`src/rtl/mem_port_arbiter_pkg.sv`:
```
// Shared constants and types for the data-memory port arbiter.
package np_mem_pkg;
    localparam int WIDTH         = 32;
    localparam int ADDRSIZE      = 12;
    localparam int BURST_MAX_DEF = 8;

    typedef enum logic [1:0] {
        IDLE = 2'd0,
        OWN0 = 2'd1,
        OWN1 = 2'd2
    } arb_state_t;

    // Increment that sticks at lim once reached.
    function automatic logic [7:0] sat_inc(input logic [7:0] v, input logic [7:0] lim);
        return (v >= lim) ? lim : v + 8'd1;
    endfunction
endpackage

```
`src/rtl/mem_port_arbiter_if.sv`:
```
// Requester and memory-side signals of the arbiter.
// slave: arbiter side, master: requesters + memory side.
interface mem_port_arbiter_if #(
    parameter int WIDTH    = np_mem_pkg::WIDTH,
    parameter int ADDRSIZE = np_mem_pkg::ADDRSIZE
);
    logic                r0_req, r0_wr, r0_gnt, r0_rvalid;
    logic [ADDRSIZE-1:0] r0_addr;
    logic [WIDTH-1:0]    r0_wdata, r0_rdata;
    logic                r1_req, r1_wr, r1_gnt, r1_rvalid;
    logic [ADDRSIZE-1:0] r1_addr;
    logic [WIDTH-1:0]    r1_wdata, r1_rdata;
    logic [ADDRSIZE-1:0] mem_address;
    logic [WIDTH-1:0]    mem_dataIn, mem_dataOut;
    logic                mem_wr;
    logic                owner;

    modport slave (
        input  r0_req, r0_wr, r0_addr, r0_wdata,
        output r0_gnt, r0_rvalid, r0_rdata,
        input  r1_req, r1_wr, r1_addr, r1_wdata,
        output r1_gnt, r1_rvalid, r1_rdata,
        output mem_address, mem_dataIn, mem_wr,
        input  mem_dataOut,
        output owner
    );

    modport master (
        output r0_req, r0_wr, r0_addr, r0_wdata,
        input  r0_gnt, r0_rvalid, r0_rdata,
        output r1_req, r1_wr, r1_addr, r1_wdata,
        input  r1_gnt, r1_rvalid, r1_rdata,
        input  mem_address, mem_dataIn, mem_wr,
        output mem_dataOut,
        input  owner
    );
endinterface

```
`src/rtl/mem_port_arbiter_arb_rr2.sv`:
```
// Two-way round-robin picker with bounded bursts; purely combinational.
module arb_rr2
    import np_mem_pkg::*;
#(
    parameter int BURST_MAX = BURST_MAX_DEF
) (
    input  logic [1:0] req,
    input  logic       last,
    input  arb_state_t owner,
    input  logic [7:0] burst_cnt,
    output logic [1:0] grant,
    output arb_state_t nxt_state,
    output logic [7:0] nxt_cnt,
    output logic       nxt_last
);
    localparam logic [7:0] BMAX = 8'(BURST_MAX);

    logic cur, oth;

    // Choose who gets this cycle's access and where ownership goes next.
    always_comb begin
        grant     = '0;
        nxt_state = owner;
        nxt_cnt   = burst_cnt;
        nxt_last  = last;
        cur       = (owner == OWN1);
        oth       = ~cur;
        case (owner)
            IDLE: begin
                // A tie goes to the port that did not release last.
                if (req == 2'b11) begin
                    grant[~last] = 1'b1;
                    nxt_state    = last ? OWN0 : OWN1;
                    nxt_cnt      = 8'd1;
                end else if (req[0]) begin
                    grant[0]  = 1'b1;
                    nxt_state = OWN0;
                    nxt_cnt   = 8'd1;
                end else if (req[1]) begin
                    grant[1]  = 1'b1;
                    nxt_state = OWN1;
                    nxt_cnt   = 8'd1;
                end
            end
            OWN0, OWN1: begin
                if (!req[cur] && !req[oth]) begin
                    nxt_state = IDLE;
                    nxt_last  = cur;
                    nxt_cnt   = 8'd0;
                end else if (req[cur] && (!req[oth] || burst_cnt < BMAX)) begin
                    grant[cur] = 1'b1;
                    nxt_cnt    = sat_inc(burst_cnt, BMAX);
                end else begin
                    // Burst used up, or owner went quiet: hand over now.
                    grant[oth] = 1'b1;
                    nxt_state  = oth ? OWN1 : OWN0;
                    nxt_cnt    = 8'd1;
                    nxt_last   = cur;
                end
            end
            default: nxt_state = IDLE;
        endcase
    end
endmodule

```
`src/rtl/mem_port_arbiter.sv`:
```
// Shares one single-port data memory between the np core (port 0) and the
// packet loader (port 1). Optional statistics: define ARB_STATS_EN.
module mem_port_arbiter #(
    parameter int WIDTH     = np_mem_pkg::WIDTH,
    parameter int ADDRSIZE  = np_mem_pkg::ADDRSIZE,
    parameter int BURST_MAX = np_mem_pkg::BURST_MAX_DEF
) (
    input  logic              clk,
    input  logic              reset,
    mem_port_arbiter_if.slave bus
`ifdef ARB_STATS_EN
    ,
    output logic [15:0]       gnt_cnt0,
    output logic [15:0]       gnt_cnt1,
    output logic [15:0]       wait_cnt1
`endif
);
    import np_mem_pkg::*;

    typedef struct packed {
        logic                wr;
        logic [ADDRSIZE-1:0] addr;
        logic [WIDTH-1:0]    wdata;
    } acc_t;

    arb_state_t state, nxt_state;
    logic       last, nxt_last, owner_q;
    logic [7:0] burst_cnt, nxt_cnt;
    logic [1:0] pick, gnt;
    logic       rvalid_q, rsel_q;
    acc_t       acc;

    arb_rr2 #(.BURST_MAX(BURST_MAX)) u_arb (
        .req       ({bus.r1_req, bus.r0_req}),
        .last      (last),
        .owner     (state),
        .burst_cnt (burst_cnt),
        .grant     (pick),
        .nxt_state (nxt_state),
        .nxt_cnt   (nxt_cnt),
        .nxt_last  (nxt_last)
    );

    // No access may leave the block while reset is held.
    assign gnt        = reset ? 2'b00 : pick;
    assign bus.r0_gnt = gnt[0];
    assign bus.r1_gnt = gnt[1];

    // Route the granted port onto the memory; all zero when idle.
    always_comb begin
        acc = '0;
        if (gnt[1])
            acc = '{wr: bus.r1_wr, addr: bus.r1_addr, wdata: bus.r1_wdata};
        else if (gnt[0])
            acc = '{wr: bus.r0_wr, addr: bus.r0_addr, wdata: bus.r0_wdata};
    end

    assign bus.mem_wr      = acc.wr;
    assign bus.mem_address = acc.addr;
    assign bus.mem_dataIn  = acc.wdata;

    // Ownership state, burst length and tie-break memory.
    always_ff @(posedge clk or posedge reset) begin
        if (reset) begin
            state     <= IDLE;
            last      <= 1'b1;
            burst_cnt <= 8'd0;
            owner_q   <= 1'b0;
        end else begin
            state     <= nxt_state;
            last      <= nxt_last;
            burst_cnt <= nxt_cnt;
            owner_q   <= (nxt_state == OWN1);
        end
    end

    assign bus.owner = owner_q;

    // Remember which port's read is returning from memory next cycle.
    always_ff @(posedge clk or posedge reset) begin
        if (reset) begin
            rvalid_q <= 1'b0;
            rsel_q   <= 1'b0;
        end else begin
            rvalid_q <= (|gnt) & ~acc.wr;
            if ((|gnt) && !acc.wr)
                rsel_q <= gnt[1];
        end
    end

    assign bus.r0_rvalid = rvalid_q & ~rsel_q;
    assign bus.r1_rvalid = rvalid_q &  rsel_q;
    assign bus.r0_rdata  = bus.r0_rvalid ? bus.mem_dataOut : '0;
    assign bus.r1_rdata  = bus.r1_rvalid ? bus.mem_dataOut : '0;

`ifdef ARB_STATS_EN
    // Saturating grant counters and port 1 wait counter.
    always_ff @(posedge clk or posedge reset) begin
        if (reset) begin
            gnt_cnt0  <= '0;
            gnt_cnt1  <= '0;
            wait_cnt1 <= '0;
        end else begin
            if (gnt[0] && gnt_cnt0 != 16'hFFFF)
                gnt_cnt0 <= gnt_cnt0 + 16'd1;
            if (gnt[1] && gnt_cnt1 != 16'hFFFF)
                gnt_cnt1 <= gnt_cnt1 + 16'd1;
            if (bus.r1_req && !gnt[1] && wait_cnt1 != 16'hFFFF)
                wait_cnt1 <= wait_cnt1 + 16'd1;
        end
    end
`endif
endmodule

```
`src/flat_wrapper.sv`:
```
// flat-port wrapper written by rule: the top's interface ports become plain ports
module mem_port_arbiter_flat import np_mem_pkg::*;
#(
    parameter int WIDTH     = np_mem_pkg::WIDTH,
    parameter int ADDRSIZE  = np_mem_pkg::ADDRSIZE,
    parameter int BURST_MAX = np_mem_pkg::BURST_MAX_DEF
)
  (clk, reset, bus_r0_req, bus_r0_wr, bus_r0_addr, bus_r0_wdata, bus_r0_gnt, bus_r0_rvalid, bus_r0_rdata, bus_r1_req, bus_r1_wr, bus_r1_addr, bus_r1_wdata, bus_r1_gnt, bus_r1_rvalid, bus_r1_rdata, bus_mem_address, bus_mem_dataIn, bus_mem_wr, bus_mem_dataOut, bus_owner);
  mem_port_arbiter_if #(.WIDTH(WIDTH), .ADDRSIZE(ADDRSIZE)) bus_i ();
  input  logic clk;
  input  logic reset;
  input wire logic [$bits(bus_i.r0_req)-1:0] bus_r0_req;
  input wire logic [$bits(bus_i.r0_wr)-1:0] bus_r0_wr;
  input wire logic [$bits(bus_i.r0_addr)-1:0] bus_r0_addr;
  input wire logic [$bits(bus_i.r0_wdata)-1:0] bus_r0_wdata;
  output wire logic [$bits(bus_i.r0_gnt)-1:0] bus_r0_gnt;
  output wire logic [$bits(bus_i.r0_rvalid)-1:0] bus_r0_rvalid;
  output wire logic [$bits(bus_i.r0_rdata)-1:0] bus_r0_rdata;
  input wire logic [$bits(bus_i.r1_req)-1:0] bus_r1_req;
  input wire logic [$bits(bus_i.r1_wr)-1:0] bus_r1_wr;
  input wire logic [$bits(bus_i.r1_addr)-1:0] bus_r1_addr;
  input wire logic [$bits(bus_i.r1_wdata)-1:0] bus_r1_wdata;
  output wire logic [$bits(bus_i.r1_gnt)-1:0] bus_r1_gnt;
  output wire logic [$bits(bus_i.r1_rvalid)-1:0] bus_r1_rvalid;
  output wire logic [$bits(bus_i.r1_rdata)-1:0] bus_r1_rdata;
  output wire logic [$bits(bus_i.mem_address)-1:0] bus_mem_address;
  output wire logic [$bits(bus_i.mem_dataIn)-1:0] bus_mem_dataIn;
  output wire logic [$bits(bus_i.mem_wr)-1:0] bus_mem_wr;
  input wire logic [$bits(bus_i.mem_dataOut)-1:0] bus_mem_dataOut;
  output wire logic [$bits(bus_i.owner)-1:0] bus_owner;
  assign bus_i.r0_req = bus_r0_req;
  assign bus_i.r0_wr = bus_r0_wr;
  assign bus_i.r0_addr = bus_r0_addr;
  assign bus_i.r0_wdata = bus_r0_wdata;
  assign bus_r0_gnt = bus_i.r0_gnt;
  assign bus_r0_rvalid = bus_i.r0_rvalid;
  assign bus_r0_rdata = bus_i.r0_rdata;
  assign bus_i.r1_req = bus_r1_req;
  assign bus_i.r1_wr = bus_r1_wr;
  assign bus_i.r1_addr = bus_r1_addr;
  assign bus_i.r1_wdata = bus_r1_wdata;
  assign bus_r1_gnt = bus_i.r1_gnt;
  assign bus_r1_rvalid = bus_i.r1_rvalid;
  assign bus_r1_rdata = bus_i.r1_rdata;
  assign bus_mem_address = bus_i.mem_address;
  assign bus_mem_dataIn = bus_i.mem_dataIn;
  assign bus_mem_wr = bus_i.mem_wr;
  assign bus_i.mem_dataOut = bus_mem_dataOut;
  assign bus_owner = bus_i.owner;
  mem_port_arbiter #(.WIDTH(WIDTH), .ADDRSIZE(ADDRSIZE), .BURST_MAX(BURST_MAX)) u_core (.clk(clk), .reset(reset), .bus(bus_i));
endmodule
```
`config.mk`:
```
export PLATFORM = sky130hd
export DESIGN_NAME = mem_port_arbiter_flat
export DESIGN_NICKNAME = d
export VERILOG_FILES = /design/src/rtl/mem_port_arbiter_pkg.sv /design/src/rtl/mem_port_arbiter_if.sv /design/src/rtl/mem_port_arbiter_arb_rr2.sv /design/src/rtl/mem_port_arbiter.sv /design/src/flat_wrapper.sv
export SDC_FILE = /design/constraint.sdc
export NUM_CORES = 1
export LEC_CHECK = 0
export ABC_AREA = 1
export CAP_MARGIN = 30
export CORE_AREA = 2 2 92 94
export CTS_BUF_LIST = sky130_fd_sc_hd__clkbuf_8 sky130_fd_sc_hd__clkbuf_16
export DETAILED_ROUTE_END_ITERATION = 12
export DIE_AREA = 0 0 94 96
export GPL_TIMING_DRIVEN = 0
export PLACE_DENSITY_LB_ADDON = 0.15
export SKIP_LAST_GASP = 1
export SLEW_MARGIN = 20
export SYNTH_ARGS = -nofsm -noshare
export SYNTH_HDL_FRONTEND = slang
export SYNTH_SLANG_ARGS = --single-unit
```
`constraint.sdc`:
```
create_clock -name clk -period 5 [get_ports clk]
set_input_delay 1 -clock clk [delete_from_list [all_inputs] [get_ports clk]]
set_output_delay 1 -clock clk [all_outputs]
set_load 0.02 [all_outputs]
```
After elaboration in Yosys (flattened, before gate mapping)
Index checks and enable logic that the tools add are counted.

Flip-flop bits (word level): 14. Bits in latches: 0. RAM bits: 0. ROM bits: 0. Bits of input ports: 126. Logic and storage cells: 83. Memories: 0.

Add/subtract/negate cells: 1. $mul: 0. Divide/modulo/power cells: 0. Magnitude comparators: 8. Eq/ne operators: 6. Shift operators: 0. Multiplexer cells: 39. Bitwise gates (word level): 7. Reduce and logical (&&, ||, !) cells: 16.

Operator list (count): two-way mux 45 bit (2); two-way mux 32 bit (2); two-way mux 8 bit (6); two-way mux 2 bit (11); one-hot mux 8 bit (2 select lines) (1); two-way mux 1 bit (12); adder 8 x 1 -> 8 bit, second input constant (1); >= comparator 8 x 4 -> 1 bit, second input constant (1); < comparator 8 x 4 -> 1 bit, second input constant (1); one-hot mux 2 bit (2 select lines) (2); == test 2 bit, second input constant (3); logical AND 1 bit (6); < comparator 1 x 2 -> 1 bit, second input constant (3); != test 4 bit, second input constant (1); inverter 1 bit (4); AND reduction 2 bit (2); OR reduction 2 bit (2); AND 1 bit (3); demux 1 bit (select 1 bit) (3); >= comparator 1 bit, second input constant (3); zero test 1 bit (3); == test 2 x 1 -> 1 bit, second input constant (1); zero test 2 bit (1); != test 2 bit, second input constant (1); other kinds (2) (2).

Depth between registers and ports, before layout
Depth after elaboration: 15. Gate-level depth with buffers: 15. Depth with buffers taken out: 14.

Modules after synthesis
A second synthesis with hierarchy kept.

Cells, all modules: 369. Area total of the unflattened synthesis: 1931.9 um^2.

By module, submodules not included: mem_port_arbiter (times used 1, cells an instance 285, area an instance 1502.7 um^2, seq. area each 351.6 um^2); arb_rr2 (times used 1, cells an instance 84, area an instance 429.2 um^2, seq. area each 0.0 um^2).

Worst setup path before layout
Ideal clock, no wire load.

Path type: input to output. From: in bus_r1_req. To: out bus_mem_address[0]. Data arrival time: 2244 ps. Data required time: 4000 ps. Path slack: 1756 ps. Stages: 12. Path buffers: 2. Cell sequence: buf_4 nand2_2 inv_2 nand2_2 nand2_4 nand2_1 nand3_2 nand2_4 nand2_2 inv_2 buf_2 a22o_1.

RTL lines: start: declaration (line flat_wrapper.sv:19) `input wire logic [$bits(bus_i.r1_req)-1:0] bus_r1_req;`; two-way mux 1 bit (not written as such) (2 in series) (line mem_port_arbiter_arb_rr2.sv:46, mem_port_arbiter_arb_rr2.sv:50); zero test 1 bit (line mem_port_arbiter_arb_rr2.sv:46, mem_port_arbiter_arb_rr2.sv:50); logical OR 1 bit (line mem_port_arbiter_arb_rr2.sv:50) `end else if (req[cur] && (!req[oth] || burst_cnt < BMAX)) begin`; logical AND 1 bit (line mem_port_arbiter_arb_rr2.sv:50); two-way mux 2 bit (line mem_port_arbiter_arb_rr2.sv:50); two-way mux 2 bit (line mem_port_arbiter_arb_rr2.sv:46) `if (!req[cur] && !req[oth]) begin`; one-hot mux 2 bit (2 select lines) (*) (line mem_port_arbiter_arb_rr2.sv:28) `case (owner)`; two-way mux 2 bit (*) (line mem_port_arbiter.sv:45) `assign gnt = reset ? 2'b00 : pick;`; via bus_r1_gnt (line flat_wrapper.sv:23) `output wire logic [$bits(bus_i.r1_gnt)-1:0] bus_r1_gnt;`; two-way mux 45 bit (*) (line mem_port_arbiter.sv:52) `if (gnt[1])`; end: declaration (line flat_wrapper.sv:26) `output wire logic [$bits(bus_i.mem_address)-1:0] bus_mem_address;`.

The timed path passes the listed nets; every way through them passes the cells marked *. The select of a mux whose other input is x is not followed.

Worst setup path after layout
From: in bus_r0_req. To: out bus_mem_dataIn[24].

Word-level cells in the longest chain between the ends: 11.

RTL lines: start: declaration (line flat_wrapper.sv:12) `input wire logic [$bits(bus_i.r0_req)-1:0] bus_r0_req;`; two-way mux 1 bit (not written as such) (2 in series) (line mem_port_arbiter_arb_rr2.sv:46, mem_port_arbiter_arb_rr2.sv:50); zero test 1 bit (line mem_port_arbiter_arb_rr2.sv:46, mem_port_arbiter_arb_rr2.sv:50); logical OR 1 bit (line mem_port_arbiter_arb_rr2.sv:50); logical AND 1 bit (line mem_port_arbiter_arb_rr2.sv:50); two-way mux 2 bit (line mem_port_arbiter_arb_rr2.sv:50); two-way mux 2 bit (line mem_port_arbiter_arb_rr2.sv:46); one-hot mux 2 bit (2 select lines) (*) (line mem_port_arbiter_arb_rr2.sv:28); two-way mux 2 bit (*) (line mem_port_arbiter.sv:45); two-way mux 45 bit (line mem_port_arbiter.sv:54) `else if (gnt[0])`; two-way mux 45 bit (*) (line mem_port_arbiter.sv:52); end: declaration (line flat_wrapper.sv:27) `output wire logic [$bits(bus_i.mem_dataIn)-1:0] bus_mem_dataIn;`.

Every way passes the cells marked *; elsewhere a longest branch is shown, timed or not. The select of a mux whose other input is x is not followed.

==> metrics.txt <==
worst-path cell chain=clkdlybuf4s50_1 > inv_2 > o21ai_4 > nand2_4 > nand2_2 > nand3_2 > nand2_2 > nand2_2 > nor2_4 > buf_6 > a22o_1 > clkdlybuf4s50_1; # setup viols final=0; IO buf count=238; worst-margin pin slew=0.540 ns; Starting Density=0.221; vias after detailed routing=2757; cts hold-fix bufs=0; RePlAce Congestion=0.898; Hold Path Class=flop to flop; Area contributors post-synth=a22o_1, dfrtp_1, nor2_1, inv_1, buf_6; Crit Path Class=primary input to primary output; Slew Limit Fails=0; Tot Pwr=1.87 mW; CP Data Arrival Time=3.51 ns; Hold Violations, Final=0; largest net degree at the start of global routing=15; syn_nets=404; Synth Register Bits=14; most frequent cells in the layout=clkdlybuf4s50_1, nor2_1, inv_1; status=finished clean; part of the Yosys area used for sequential elements=0.197; Clock Pin Slew Worst Setup and Hold Paths=0.05 ns; clk_lat worst skew=0.24 ns; Die X-Extent=94 um; cts bufs inserted=3; CP Capture Type=primary output; first-pass GRT wire length=14700 um; most common cell after layout, fill and taps aside=clkdlybuf4s50_1; clock sink total=14; Core Rows=33; CTS H-tree lvls=1; RSZ-0062 raised after global routing=no; Die Y=96 um; worst relative slew slack=0.639; vias in the first global route=2526; Core Region=8050 um2; Longest Clk Path Bufs=2; CTS root buffer=clkbuf_8; vias per cell=4.43; DP Wirelength=9620 um; VDD IR max=0.246 mV; syn avg cell area=6.53 um2; global route overflow=0; Lkg Pwr=1.93 nW; cell mode on critical path=nand2_2; TritonCTS clock tree=built; required time of the critical path=4.00 ns; Wirelength per Cell=17.5 um; share of layout cells above drive strength 1=0.0641; crit-path max FO=10; Area Overhead vs Synth=144%; Sum Neg Setup Slack=0 ns; DRC viols=0; Max Fclk=222 MHz; Max Cap Viol=0; cell taking the most area after synthesis=a22o_1; WL final=10900 um; full die area=9020 um2; DRT antenna net count=0; drt first pass iters=5; initial antenna violation count=10; post-synth cell types=28; Setup WS post-layout=0.486 ns; pwr/cell area=429 nW/um2; synth warn=0; top cell type's share of synthesized area=0.216; crit start category=primary input; Gate Count Post-Synth=273; fin crit period=4.51 ns; Synth Cell Area=1780 um2; Largest stage delay, worst path=0.63 ns; Post-CTS Setup Inserts=0; I/O pin cnt=240; GRT Overall Usage=0.218; Initial DRC Count=77; Nets=647; CTS resizes=0; Clock Skew=0.00599 ns; period utilization=0.903; Placement Setup Slack=0.472 ns; crit path max-delay cell type=clkdlybuf4s50_1
worst max-delay path, delay by kind of cell:
kind | cells | cell delay, ns
buffers and inverters | 4 | 1.49
and+or+nand+nor | 6 | 0.68
AOI/OAI and AO/OA | 2 | 0.33
path summary, 6_finish.rpt:
check                                                     start                               to  slack, ns  depth (start not counted)
min in group asynchronous                                 reset        u_core.state[1]$_DFF_PP0_       1.14                          2
max in group asynchronous                                 reset          u_core.last$_DFFE_PP1P_       3.48                          2
worst min register to register  u_core.burst_cnt[5]$_DFFE_PP0P_  u_core.burst_cnt[5]$_DFFE_PP0P_       0.49                          2
worst max-delay path                                 bus_r0_req               bus_mem_dataIn[24]       0.49                         12
worst min-delay path            u_core.burst_cnt[5]$_DFFE_PP0P_  u_core.burst_cnt[5]$_DFFE_PP0P_       0.49                          2
worst max register to register        u_core.state[0]$_DFF_PP0_        u_core.rsel_q$_DFFE_PP0P_       3.04                         15
synth_stat cells, drive strengths merged:
| cell | n |
|---|---|
| nor2 | 78 |
| clkbuf | 7 |
| nand3 | 7 |
| inv | 62 |
| dfstp | 1 |
| ha | 5 |
| nor3 | 1 |
| dfrtp | 13 |
| buf | 10 |
| a32oi | 1 |
| and2 | 1 |
| a21oi | 3 |
| a31oi | 3 |
| a221oi | 1 |
| nand4 | 2 |
| nand2 | 25 |
| a32o | 1 |
| o21ai | 7 |
| o21a | 1 |
| a22o | 44 |
registers in the layout (all words and copies together), names as in the netlist:
register	cells
u_core.burst_cnt	8
u_core.state	2
u_core.bus.owner	1
u_core.last	1
u_core.rsel_q	1
u_core.rvalid_q	1
layer usage:
layer,up-vias,GRT usage,share of wire
met3,20,0.138,0.14
met1,1221,0.271,0.40
met2,143,0.331,0.44
met4,12,0.0254,0.011
met5,-,0,0.0071
li1,1361,-,-
logic make-up (layout without fill, tap and decap cells):
| family | Yosys count | count (layout) | synth area share |
|---|---|---|---|
| AND/OR/NAND/NOR | 114 | 114 | 0.284 |
| buffers and inverters | 79 | 321 | 0.203 |
| AO/OA/AOI/OAI | 61 | 61 | 0.281 |
| flip-flops | 14 | 14 | 0.197 |
| adder cells (fa/ha/maj) | 5 | 5 | 0.0351 |
| other | 0 | 2 | 0 |
area by class of cell:
| cell class | instances | area (um2) |
|---|---|---|
| fill | 760 | 3700 |
| timing repair buffer | 238 | 2380 |
| multi-input combinational | 180 | 1070 |
| sequential | 14 | 352 |
| inverter | 62 | 233 |
| tap | 105 | 131 |
| buffer | 17 | 129 |
| clock buffer | 4 | 55.1 |
| antenna | 2 | 5.00 |
report_power, final:
group | internal (mW) | leakage, nW | switching [mW]
Clock | 0.0696 | 0.0288 | 0.0382
Combinational | 0.747 | 1.72 | 0.841
Sequential | 0.149 | 0.181 | 0.0224
through the flow:
stage / hold WS, ns / instances / utilization / cell area, um2
floorplan: 0.464 / 273 / - / 1780
global placement: 0.485 / 616 / 0.533 / 4300
detailed placement: 0.486 / 616 / 0.533 / 4300
CTS: 0.494 / 620 / 0.540 / 4350
global route: 0.512 / 620 / 0.540 / 4350
finish: 0.491 / 622 / 0.541 / 4360
Note: power is estimated with default switching activity, not from simulation.
